==> src/rtl/ifu_prefetch_queue.sv <==
// Instruction-fetch unit: valid/ready memory request channel feeding a DEPTH-entry
// prefetch FIFO toward decode, with redirect/flush and fault propagation.
module ifu_prefetch_queue #(
    parameter int unsigned     XLEN     = 32,
    parameter int unsigned     ILEN     = 32,
    parameter int unsigned     DEPTH    = 4,
    parameter logic [XLEN-1:0] RESET_PC = 32'h8000_0000
) (
    input  logic            clk,
    input  logic            rst,
    input  logic            redirect_valid,
    input  logic [XLEN-1:0] redirect_pc,
    output logic            mem_req_valid,
    input  logic            mem_req_ready,
    output logic [XLEN-1:0] mem_req_addr,
    input  logic            mem_rsp_valid,
    input  logic [ILEN-1:0] mem_rsp_data,
    input  logic            mem_rsp_err,
    output logic            inst_valid,
    input  logic            inst_ready,
    output logic [ILEN-1:0] inst,
    output logic [XLEN-1:0] inst_pc,
    output logic            inst_err
);

    localparam int unsigned  AW     = $clog2(DEPTH);
    localparam int unsigned  CW     = $clog2(DEPTH + 1);
    localparam logic [CW-1:0] DepthC = CW'(DEPTH);

    typedef enum logic [2:0] {StIdle, StReq, StWait, StDrop, StHalt} state_e;

    state_e          state_q, state_d;
    logic [XLEN-1:0] fetch_pc_q, fetch_pc_d;
    logic [XLEN-1:0] req_pc_q, req_pc_d;
    logic [AW-1:0]   wr_ptr_q, wr_ptr_d;
    logic [AW-1:0]   rd_ptr_q, rd_ptr_d;
    logic [CW-1:0]   count_q, count_d;

    logic [XLEN-1:0] pc_mem   [DEPTH];
    logic [ILEN-1:0] data_mem [DEPTH];
    logic            err_mem  [DEPTH];

    logic hs, push, pop;

    assign hs   = mem_req_valid & mem_req_ready;
    // Redirect wins: a response landing in the redirect cycle belongs to the old stream.
    assign push = (state_q == StWait) & mem_rsp_valid & ~redirect_valid;
    assign pop  = inst_valid & inst_ready & ~redirect_valid;

    // State and pointer registers, synchronous reset.
    always_ff @(posedge clk) begin
        if (rst) begin
            state_q    <= StIdle;
            fetch_pc_q <= RESET_PC;
            req_pc_q   <= '0;
            wr_ptr_q   <= '0;
            rd_ptr_q   <= '0;
            count_q    <= '0;
        end else begin
            state_q    <= state_d;
            fetch_pc_q <= fetch_pc_d;
            req_pc_q   <= req_pc_d;
            wr_ptr_q   <= wr_ptr_d;
            rd_ptr_q   <= rd_ptr_d;
            count_q    <= count_d;
        end
    end

    // FIFO storage; contents are don't-care while the slot is not counted.
    always_ff @(posedge clk) begin
        if (push) begin
            pc_mem[wr_ptr_q]   <= req_pc_q;
            data_mem[wr_ptr_q] <= mem_rsp_data;
            err_mem[wr_ptr_q]  <= mem_rsp_err;
        end
    end

    // Next-state logic of the fetch FSM.
    always_comb begin
        state_d = state_q;
        case (state_q)
            StIdle: if (!redirect_valid && count_q < DepthC) state_d = StReq;
            StReq: begin
                if (hs)                  state_d = redirect_valid ? StDrop : StWait;
                else if (redirect_valid) state_d = StIdle;
            end
            StWait: begin
                if (mem_rsp_valid)       state_d = (mem_rsp_err && !redirect_valid) ? StHalt : StIdle;
                else if (redirect_valid) state_d = StDrop;
            end
            // Only one response can be owed, so a further redirect keeps us here.
            StDrop: if (mem_rsp_valid) state_d = StIdle;
            StHalt: if (redirect_valid) state_d = StIdle;
            default: state_d = StIdle;
        endcase
    end

    // Request-channel outputs decoded from the current state.
    always_comb begin
        mem_req_valid = (state_q == StReq);
        mem_req_addr  = fetch_pc_q;
    end

    // Fetch PC and in-flight request PC tracking.
    always_comb begin
        fetch_pc_d = fetch_pc_q;
        req_pc_d   = req_pc_q;
        if (hs) req_pc_d = fetch_pc_q;
        if (redirect_valid) begin
            fetch_pc_d = {redirect_pc[XLEN-1:2], 2'b00};
        end else if (hs) begin
            fetch_pc_d = fetch_pc_q + XLEN'(4);
        end
    end

    // FIFO pointer/occupancy update with flush on redirect.
    always_comb begin
        wr_ptr_d = wr_ptr_q;
        rd_ptr_d = rd_ptr_q;
        count_d  = count_q;
        if (redirect_valid) begin
            wr_ptr_d = '0;
            rd_ptr_d = '0;
            count_d  = '0;
        end else begin
            if (push) wr_ptr_d = wr_ptr_q + 1'b1;
            if (pop)  rd_ptr_d = rd_ptr_q + 1'b1;
            case ({push, pop})
                2'b10:   count_d = count_q + 1'b1;
                2'b01:   count_d = count_q - 1'b1;
                default: count_d = count_q;
            endcase
        end
    end

    // Head-of-queue outputs, forced to zero while empty.
    always_comb begin
        inst_valid = (count_q != '0);
        inst       = inst_valid ? data_mem[rd_ptr_q] : '0;
        inst_pc    = inst_valid ? pc_mem[rd_ptr_q]   : '0;
        inst_err   = inst_valid ? err_mem[rd_ptr_q]  : 1'b0;
    end

`ifndef SYNTHESIS
    // Protocol checks: credit rule keeps the FIFO from overflowing; responses only when owed.
    always_ff @(posedge clk) begin
        if (!rst) begin
            assert (!(push && count_q == DepthC))
                else $error("ifu_prefetch_queue: push into full fifo");
            assert (!(mem_rsp_valid && state_q != StWait && state_q != StDrop))
                else $error("ifu_prefetch_queue: response with nothing outstanding");
        end
    end
`endif

endmodule

==> config.mk <==
export PLATFORM = sky130hd
export DESIGN_NAME = ifu_prefetch_queue
export DESIGN_NICKNAME = d
export VERILOG_FILES = /design/src/rtl/ifu_prefetch_queue.sv
export SDC_FILE = /design/constraint.sdc
export NUM_CORES = 1
export LEC_CHECK = 0
export ABC_AREA = 1
export BUFFER_PORTS_ARGS = -buffer_cell sky130_fd_sc_hd__buf_2
export CELL_PAD_IN_SITES_DETAIL_PLACEMENT = 0
export CELL_PAD_IN_SITES_GLOBAL_PLACEMENT = 1
export CORE_AREA = 2 2 197 180
export CTS_BUF_LIST = sky130_fd_sc_hd__clkbuf_8
export DETAILED_ROUTE_END_ITERATION = 10
export DIE_AREA = 0 0 199 182
export GPL_TIMING_DRIVEN = 1
export HOLD_SLACK_MARGIN = 0.05
export PLACE_DENSITY = 0.81
export SYNTH_ARGS = -nofsm -noshare
export SYNTH_HDL_FRONTEND = slang
export SYNTH_SLANG_ARGS = --single-unit
==> constraint.sdc <==
create_clock -name clk -period 3.93 [get_ports clk]
set_input_delay 0.1965 -clock clk [delete_from_list [all_inputs] [get_ports clk]]
set_output_delay 0.1965 -clock clk [all_outputs]
set_load 0.05 [all_outputs]
Word-level counts from Yosys, hierarchy flattened
Memory sizes are Yosys's and may differ from the RTL's. A register that Yosys moved wholly into a read port is not among the register bits.
Index checks and enable logic that the tools add are counted.
- register bits after elaboration: 74
- RAM bits: 260
- input bits: 71
- output and inout bits: 99
- logic and storage cells: 63
- memories kept: 3
- memory list (name ; words ; width ; read ports ; clocked after memory_dff ; wr ports ; RTL line ; RTL):
    data_mem ; 4 ; 32 ; 1 ; 1 ; 1 ; 40 ; logic [ILEN-1:0] data_mem [DEPTH];
    pc_mem ; 4 ; 32 ; 1 ; 1 ; 1 ; 39 ; logic [XLEN-1:0] pc_mem [DEPTH];
    err_mem ; 4 ; 1 ; 1 ; 1 ; 1 ; 41 ; logic err_mem [DEPTH];
- $add $sub $neg: 5
- magnitude comparators: 1
- equality and inequality tests: 9
- mux-type cells: 23
- bitwise logic cells: 6
- reductions and logical operators: 9
- operator list (cell ; number):
    32-bit 2-to-1 mux ; 4
    32-bit by 3-bit adder with 32-bit output (second input constant) ; 1
    3-bit 2-to-1 mux ; 7
    3-bit case mux with 5 select lines ; 1
    2-bit 2-to-1 mux ; 6
    3-bit by 2-bit == test with 1-bit output (second input constant) ; 2
    3-bit case mux with 2 select lines ; 1
    1-bit AND ; 5
    2-bit by 1-bit adder with 2-bit output (second input constant) ; 2
    1-bit 2-to-1 mux ; 4
    2-bit inequality test (second input constant) ; 2
    2-bit nonzero test ; 2
    3-bit by 1-bit adder with 3-bit output (second input constant) ; 1
    3-bit by 1-bit == test with 1-bit output (second input constant) ; 1
    3-bit == test (second input constant) ; 1
    3-bit zero test ; 1
    3-bit < comparator (second input constant) ; 1
    3-bit inequality test (second input constant) ; 1
    3-bit AND reduction ; 1
    3-bit nonzero test ; 1
    3-bit by 1-bit subtractor with 3-bit output (second input constant) ; 1
    2-bit by 1-bit == test with 1-bit output (second input constant) ; 1
    2-bit == test (second input constant) ; 1
    1-bit logical AND ; 2
    3 further kinds ; 3

Longest topological paths before layout
- depth in word-level cells: 5
- gate-level depth with buffers: 11
- gate-level depth less buffers: 10

Least setup slack after synthesis
No wires, ideal clock.
- path kind: flip-flop to flip-flop
- start point: reg state_q[1]
- end point: mem data_mem[0][0] (enable)
- setup time: 485 ps
- data arrival time: 3581 ps
- required time: 3445 ps
- slack: -136 ps
- stages on the path, launching flop included: 5
- buffers on the path: 0
- period minus slack after synthesis: 4066 ps
- cells stage by stage: dfxtp_1 inv_1 nor3_1 nand3_1 nor2_1
- word-level cells in the longest chain between the ends: 5
- ends and longest elaborated chain (item ; RTL line ; RTL):
    start, declared ; 32 ; state_e state_q, state_d;
    start signal, assigned ; 53 ; state_q <= StIdle;
    start signal, assigned ; 60 ; state_q <= state_d;
    3-bit by 2-bit == test with 1-bit output ; 47 ; assign push = (state_q == StWait) & mem_rsp_valid & ~redirect_valid;
    1-bit AND (2 in series) ; 47 ;
    1-bit 2-to-1 mux ; 71 ; if (push) begin
    1-bit 2-to-1 mux (not written as such) ; 73 ; data_mem[wr_ptr_q] <= mem_rsp_data;
    end, declared ; 40 ;
No other way between the ends.

==> reports/results.md <==
• filler instances: 3158
• number of buffers on the longest clock path: 3
• most frequent cell on the critical path: nor2_1
• most frequently used flop master after synthesis: edfxtp_1
• detailed placement HPWL: 19100 um
• signed area change from the synthesized netlist to the final layout: 22.6%
• EDFF count, synth: 252
• placeable core region: 34400 um2
• wire length reported by the detailed router: 33200 um
• GR peak layer: met2
• Least-Margin Pin Slew: 0.936 ns
• commonest cells in the synthesized netlist: nor2_1 (306), edfxtp_1 (252), nand2_1 (226)
• number of CTS-inserted buffers: 54
• Achievable Freq: 348 MHz
• mean cell area of the mapped netlist: 10.0 um2
• Iteration-0 DRC Markers: 704
• max-cap violations: 0
• Post-Syn Area: 13500 um2
• number of buffer and inverter instances along the worst setup path: 2
• global-route usage over all layers: 18.1%
• H-tree depth: 2
• floorplan die height: 182 um
• Die Wd: 199 um
• met3 Resource Use GR: 4.07%
• number of gates resized after cts: 0
• master of the slowest instance on the critical path: dfxtp_4
• Slew Limit Headroom: 37.6%
• post-detailed-route count of antenna-violating nets: 0
• initial antenna violation count: 1
• maximum fanout along the worst path: 52
• final hold violations: 0
• data arrival time of the worst path: 2.68 ns
• final count of pins violating max slew: 0
• most frequently used cell type in the post-synthesis netlist: nor2_1
• top cells by area, synth: edfxtp_1 (56%), dfxtp_1 (11%), nor2_1 (8.5%), nand2_1 (6.3%), o21ai_0 (5.4%)
• dominant delay contributor by cell family on the critical path: buffers and inverters
• initial cell density of the core: 39.2%
• routed len/inst: 15.9 um
• path class of the lowest-slack min-delay path: in -> reg
• residual DRC count: 0
• yosys synthesis warning count: 0
• overall power: 7.17 mW
• pin count of the biggest net entering global routing: 69
• Worst Hold Margin: 0.123 ns
• number of vias after detailed routing: 10100
• Setup Skew: 0.0219 ns
• Total Nets Final: 1652
• Worst Setup End Kind: primary output
• number of core rows: 65
• number of global-route vias before repair: 9785
• post-synth cell types: 34
• share of final-layout standard cells stronger than drive strength 1: 17.5%
• final RePlAce weighted congestion: 0.811
• Sinks on Clock Net: 324
• GR Layer Usage met1: 24.5%
• FFs w/ async S/R, synth: 0%
• critical path cell sequence: buf_4 > nor2_1 > nor2_1 > o21ai_0 > a21oi_1 > buf_2
• areal power density over the cells: 434 nW/um2
• post-detailed-route via-to-cell ratio: 4.85
• required time worst endpoint: 3.73 ns
• fraction of the cycle the final worst path needs: 73.2%
• insertion delay to the later sink of the worst-skew pair: 0.58 ns
• grt met2 use: 28.9%
• largest area contributor in the synthesized netlist: edfxtp_1
• number of buffers added on ports: 163
• setup repair after global routing missed its margin: no
• minimum period implied by the final worst setup slack: 2.88 ns
• total die area: 36200 um2
• share of the synthesized area in the top cell type: 56.1%
• cell count after synthesis: 1345
• clock tree from TritonCTS: done
• clock-pin transition on the worst setup and hold timing paths: 0.06 ns
• final setup violation count: 0
• result of the run: complete, no violations
• flip-flop and latch count after synthesis: 324
• worst vdd rail ir drop: 0.219 mV
• first-pass GRT wire length: 51200 um
• delay of the slowest cell on the worst path: 0.70 ns
• sequential fraction of the synthesis area: 66.8%
• io pins: 170
• CP Launch Type: register
• drt first pass iters: 5
• root buffer selected by CTS: clkbuf_8
• leakage dissipation: 6.31 nW
• Setup Crit Path Kind: reg -> out
• global route overflow: 0
placed cells by master, fill, tap and decap left out, drive strengths merged, types with 9 or more instances in the layout:
master       instances
nor2               313
edfxtp             252
nand2              228
buf                178
o21ai              146
a21oi              125
inv                 77
dfxtp               72
dlygate4sd3         65
clkbuf              59
nand3               26
clkinv              19
xor2                 9
cells by family after synthesis:
kind of cell | after synthesis | share of synthesized area (%)
AO/OA/AOI/OAI | 283 | 10.7
XOR/XNOR | 13 | 0.844
adder cells (fa/ha/maj) | 7 | 0.705
buffers and inverters | 143 | 4.33
flip-flops | 324 | 66.8
other | 1 | 0.0278
AND/OR/NAND/NOR | 574 | 16.6
sequential cells by signal, indices dropped and copies added (netlist names), named ones only:
signal / flops
state_q: 3
err_mem: 4
count_q: 3
rd_ptr_q: 2
req_pc_q: 30
mem_req_addr: 30
data_mem: 128
pc_mem: 120
wr_ptr_q: 2
final cells by class:
| type | count | area [um2] | share of cell area, % |
|---|---|---|---|
| Antenna cell | 1 | 2.50 | 0.0151 |
| Clock buffer | 59 | 812 | 4.91 |
| Clock inverter | 36 | 303 | 1.83 |
| Inverter | 70 | 264 | 1.60 |
| Multi-Input combinational cell | 881 | 3940 | 23.8 |
| Sequential cell | 324 | 9010 | 54.5 |
| Tap cell | 469 | 587 | 3.55 |
| Timing Repair Buffer | 243 | 1620 | 9.77 |
path summary, 6_finish.rpt:
path	startpoint	endpoint	cells after the start	slack [ns]
max	register	inst_pc[23]	6	1.05
max reg2reg	state_q[1]$_SDFFE_PP0P_	pc_mem[1][4]$_DFFE_PP_	5	1.48
min reg2reg	rd_ptr_q[1]$_SDFFE_PP0P_	register	2	0.47
min	rst	req_pc_q[12]$_SDFFE_PP0P_	2	0.12
per-layer routing:
layer	vias up	share of wire [%]	routed length, um
met1	4734	46	15200
met3	57	7.2	2400
met4	0	2.4	801
li1	4997	-	-
met2	324	44	14800
met5	-	0	0
per-stage QoR:
stage | util [%] | worst slack, ns | TNS [ns] | cells | cell area, um2
floorplan | - | -0.136 | -34.27 | 1348 | 13500
global placement | 42.9 | 1.12 | 0 | 1922 | 14800
detailed placement | 42.9 | 1.07 | 0 | 1922 | 14800
CTS | 48.1 | 0.977 | 0 | 2082 | 16500
global route | 48.1 | 0.808 | 0 | 2083 | 16500
finish | 48.1 | 1.05 | 0 | 2083 | 16500
power breakdown:
part / internal, mW / switching [mW]
Sequential: 3.71 / 0.0571
Clock: 1.71 / 1.30
Combinational: 0.132 / 0.252
Total: 5.56 / 1.61
timing repair:
item                                   CTS  global route
endpoints found under the hold margin  169             0
setup buffers                            0             0
hold buffers                            65             0
Power figures use the tool's default switching activity.
